<file path="src/rtl/dmem_store_buffer.sv">
// Data-memory store buffer with load forwarding in front of a word RAM.
// Define STORE_COALESCE_EN to merge a store into the youngest entry when the word index matches.
module dmem_store_buffer #(
    parameter int DEPTH    = 64,
    parameter int SB_DEPTH = 4
) (
    input  logic                          clk,
    input  logic                          reset,
    input  logic                          memwrite,
    input  logic                          memread,
    input  logic [31:0]                   dataaddr,
    input  logic [31:0]                   writedata,
    output logic [31:0]                   readdata,
    output logic                          stall,
    output logic [$clog2(SB_DEPTH+1)-1:0] sb_count,
    output logic                          sb_empty,
    output logic                          misalign
);

    localparam int AW = $clog2(DEPTH);
    localparam int PW = $clog2(SB_DEPTH);
    localparam int CW = $clog2(SB_DEPTH + 1);

    logic [31:0]   ram     [DEPTH];
    logic [AW-1:0] sb_idx  [SB_DEPTH];
    logic [31:0]   sb_data [SB_DEPTH];

    logic [PW-1:0] head;
    logic [PW-1:0] tail;
    logic [PW-1:0] last;
    logic [AW-1:0] idx;
    logic          full;
    logic          drain;
    logic          merge;
    logic          enq;
    logic          hit;
    logic [31:0]   fwd_data;
    logic          unused_addr;

    assign idx         = dataaddr[AW+1:2];
    assign unused_addr = ^dataaddr[31:AW+2];
    assign last        = tail - PW'(1);

    assign sb_empty = (sb_count == '0);
    assign full     = (sb_count == CW'(SB_DEPTH));

    // Loads own the RAM port unless the buffer is full.
    assign drain = !sb_empty && (!memread || full);

`ifdef STORE_COALESCE_EN
    // The head entry leaving this cycle cannot absorb a new store.
    assign merge = memwrite && !sb_empty && (sb_idx[last] == idx)
                && !(drain && (sb_count == CW'(1)));
`else
    assign merge = 1'b0;
`endif

    assign stall = memwrite && full && !merge;
    assign enq   = memwrite && !full && !merge;

    // Scan oldest to youngest so the youngest match wins.
    always_comb begin
        hit      = 1'b0;
        fwd_data = '0;
        for (int i = 0; i < SB_DEPTH; i++) begin
            logic [PW-1:0] pos;
            pos = head + PW'(i);
            if ((CW'(i) < sb_count) && (sb_idx[pos] == idx)) begin
                hit      = 1'b1;
                fwd_data = sb_data[pos];
            end
        end
    end

    always_comb begin
        readdata = '0;
        if (memread) begin
            readdata = hit ? fwd_data : ram[idx];
        end
    end

    always_ff @(posedge clk) begin
        if (reset) begin
            head     <= '0;
            tail     <= '0;
            sb_count <= '0;
            misalign <= 1'b0;
        end else begin
            if (enq) begin
                tail <= tail + PW'(1);
            end
            if (drain) begin
                head <= head + PW'(1);
            end
            sb_count <= sb_count + CW'(enq) - CW'(drain);
            if ((memwrite || memread) && (dataaddr[1:0] != 2'b00)) begin
                misalign <= 1'b1;
            end
        end
    end

    // Storage arrays carry no reset; reset only suppresses updates.
    always_ff @(posedge clk) begin
        if (!reset) begin
            if (enq) begin
                sb_idx[tail]  <= idx;
                sb_data[tail] <= writedata;
            end
            if (merge) begin
                sb_data[last] <= writedata;
            end
            if (drain) begin
                ram[sb_idx[head]] <= sb_data[head];
            end
        end
    end

endmodule
</file>
<file path="config.mk">
export PLATFORM = sky130hd
export DESIGN_NAME = dmem_store_buffer
export DESIGN_NICKNAME = d
export VERILOG_FILES = /design/src/rtl/dmem_store_buffer.sv
export SDC_FILE = /design/constraint.sdc
export NUM_CORES = 2
export LEC_CHECK = 0
export CORE_MARGIN = 4
export CORE_UTILIZATION = 35
export CTS_CLUSTER_SIZE = 8
export DETAILED_ROUTE_END_ITERATION = 6
export PLACE_DENSITY_LB_ADDON = 0.08
export SLEW_MARGIN = 0
export SYNTH_ARGS = -nofsm -noshare
export SYNTH_HDL_FRONTEND = slang
export SYNTH_SLANG_ARGS = --single-unit
export TNS_END_PERCENT = 50
</file>
<file path="constraint.sdc">
create_clock -name clk -period 3.6 [get_ports clk]
set_input_delay 0.72 -clock clk [delete_from_list [all_inputs] [get_ports clk]]
set_output_delay 0.72 -clock clk [all_outputs]
set_load 0.005 [all_outputs]
</file>
==> flow_metrics.py <==
metrics = {
    "run_status": {
        "outcome": "finished, violations left",
        "violations": "setup timing",
    },
    "synth": {
        "synth.distinct_cells": 69,
        "synthFlopType": "edfxtp_1",
        "syn_area_sq_um": 89400,
        "ys_seq_elements": 2210,
        "synth_cells": 4520,
        "synthesis.nets": 4597,
        "synthArstFlopShare_pct": 0,
        "avgSynthCellArea_sq_um": 19.8,
        "ys_seq_area_share_pct": 74.1,
        "synth_edf_count": 2200,
        "yosysWarnings": 0,
    },
    "worst_setup_path": {
        "arrival_ps": 3920,
        "cp_max_fo": 15,
        "crit_path_end_kind": "output port",
        "startpoint_type": "flop",
        "crit_required_ps": 2880,
        "worstSetupPathType": "reg2out",
    },
    "route": {
        "postRouteAntennaNets": 0,
        "drt-total-wl_um": 303000,
        "drt_iter0_drc": 4709,
        "routedWlPerCell_um": 34.0,
        "firstDrtPassIters": 5,
        "via_count": 50000,
        "remaining_drc_errors": 0,
        "vias_per_cell": 5.62,
    },
    "placed_design": {
        "gp_congestion": 0.797,
        "io_buffers": 81,
        "dp_hpwl_um": 194000,
    },
    "timing": {
        "clock.fmax_mhz": 216,
        "hold_viol_final": 0,
        "fin_crit_sh_pct": 129,
        "finalSetupViolCount": 32,
        "max_slew.worst_pin.slew_ps": 1050,
        "holdWs_ps": 331,
        "finalCriticalPeriod_ps": 4640,
        "finalWorstSetupSlack_ps": -1040,
        "relSlewSlack_pct": 30.2,
        "skew_ps": 70.2,
        "drv_slew": 0,
        "rsz0062_at_grt": "true",
        "setup-tns-final_ps": -30280,
    },
    "power_and_ir_drop": {
        "power_mw": 70.1,
        "p_leak_nw": 37.1,
        "power_density_nw_per_um2": 625,
        "peakVddDrop_mv": 0.447,
    },
    "worst_hold_path": {
        "hold_path_class": "in2reg",
    },
    "clock_tree": {
        "clock_sinks": 2210,
        "clk_latency_ps": 950,
        "cts.root.buffer_cell": "clkbuf_16",
        "htreeDepth": 5,
        "clkTransAtPathRegs_ps": 50,
        "hold_buffers": 0,
        "cts_buffers": 328,
        "tritoncts": "yes",
        "cts_buffer_depth": 4,
    },
    "floorplan": {
        "initial_core_util_pct": 35.2,
        "core_area_sq_um": 254000,
        "dieHeight_um": 513,
        "ios": 106,
        "die_x_um": 513,
        "core.rowCount": 185,
        "die_area_sq_um": 264000,
    },
    "layout": {
        "drive_gt1_share_pct": 34.8,
        "nets": 5575,
        "syn_to_final_growth_pct": 25.4,
        "fin_util_pct": 44.1,
    },
    "grt": {
        "grt_pass1_vias": 50700,
        "grt_max_degree": 74,
        "antenna_found_initial": 12,
        "grt_overflow_total": 0,
        "grt_pass1_wl_um": 417000,
        "grtUsageTotal_pct": 22.7,
    },
    "flow_run": {
        "maxCapViolCount": 0,
    },
}
==> cells by family (layout without fill, tap and decap cells) <==
logic type / Yosys count / after routing / share of synthesized area (%)
mux: 905 / 905 / 16.2
other cells: 0 / 5 / 0
fa+ha+maj: 9 / 9 / 0.134
simple gates: 399 / 399 / 2.09
buf+inv: 319 / 1333 / 1.83
xor+xnor: 28 / 28 / 0.274
compound gates: 650 / 650 / 5.35
flops: 2210 / 2210 / 74.1
==> layout make-up <==
type,instances,area [sq um]
Fill cell,22000,142000
Timing Repair Buffer,948,9990
Inverter,19,81.3
Sequential cell,2210,66300
Clock inverter,13,164
Tap cell,3366,4210
Multi-Input combinational cell,1991,22900
Antenna cell,5,12.5
Clock buffer,353,8430
==> worst max-delay path, stage by stage, from the launching register on <==
cell	delay, ps
dfxtp_4	400
buf_12	120
buf_6	120
mux2i_1	200
buf_4	160
mux2i_4	240
a31oi_4	120
buf_4	150
o2111a_2	190
buf_12	150
clkbuf_16	180
buf_4	170
a221oi_2	230
nor2_1	80
o32ai_2	250
buf_4	160
buf_6	90
==> registers in the layout (all words and copies together), names as in the netlist, named ones only <==
register,count
head,2
misalign,1
ram,2048
sb_count,3
sb_data,128
sb_idx,24
tail,2
==> path summary, 6_finish.rpt <==
check / start / endpoint / slack (ps) / cells after the start
max: head[0] / readdata[0] / -1040 / 16
min: dataaddr[7] / sb_idx[0][5] / 330 / 2
max reg2reg: flop / ram[0][1] / 410 / 11
min reg2reg: misalign / misalign / 450 / 2
==> report_power, final <==
part	internal, mW	leakage, nW	switching, mW
clock	16.3	4.21	10.5
sequential	31.7	19.9	0.161
combinational	3.55	13.1	7.92
total	51.5	37.1	18.6
==> routing by layer <==
layer | GRT usage (%) | part of all wire [%] | vias to the layer above
li1 | - | - | 21000
met1 | 31.4 | 44 | 27200
met2 | 37.6 | 49 | 1498
met3 | 3.43 | 5.1 | 394
met4 | 5.78 | 2.7 | 0
met5 | 0 | 0 | -
==> Yosys cell counts, types with 43 or more instances <==
library cell / number / area share [%]
mux2_2: 43 / 0.54
o21ai_0: 113 / 0.63
a221oi_1: 131 / 1.3
nor2_1: 144 / 0.60
a221o_1: 57 / 0.64
mux2i_1: 436 / 4.9
mux4_2: 420 / 11
edfxtp_1: 2200 / 74
clkbuf_1: 144 / 0.60
nand2_1: 80 / 0.34
buf_4: 45 / 0.38
o22ai_1: 52 / 0.36
a21oi_1: 69 / 0.39
buf_2: 60 / 0.34
==> timing repair <==
item                       CTS  global route
cloned                       3             1
resized for setup          258            84
pin swaps                   49            47
setup endpoints to repair   32            32
buffers inserted            29            19
==> stage by stage <==
step	setup slack, ps	std cells	area (sq um)
final	-1040	8905	112000
after global routing	-1180	8902	112000
after CTS	-1160	8886	112000
after detailed placement	-1810	8491	102000
after global placement	-1830	8491	102000
after floorplan	-216	4520	89400
==> cells in the final DEF, fill, tap and decap left out, types with 20 or more instances in the layout <==
master | netlist | layout
nor2_1 | 144 | 78
a221oi_1 | 131 | 126
nand2b_1 | 20 | 20
o21ai_0 | 113 | 105
a221o_1 | 57 | 57
nor3_1 | 40 | 35
clkdlybuf4s50_1 | 0 | 43
mux2i_1 | 436 | 433
nand3_1 | 41 | 38
a22oi_1 | 37 | 37
a21oi_1 | 69 | 53
buf_6 | 26 | 29
a31oi_1 | 30 | 20
edfxtp_1 | 2200 | 2200
clkbuf_16 | 0 | 335
buf_12 | 0 | 208
mux2_2 | 43 | 43
buf_2 | 60 | 22
nor2_4 | 0 | 66
mux4_2 | 420 | 423
buf_4 | 45 | 630
nand2_1 | 80 | 73
o22ai_1 | 52 | 48
o211ai_1 | 34 | 34
Power figures use the tool's default switching activity.
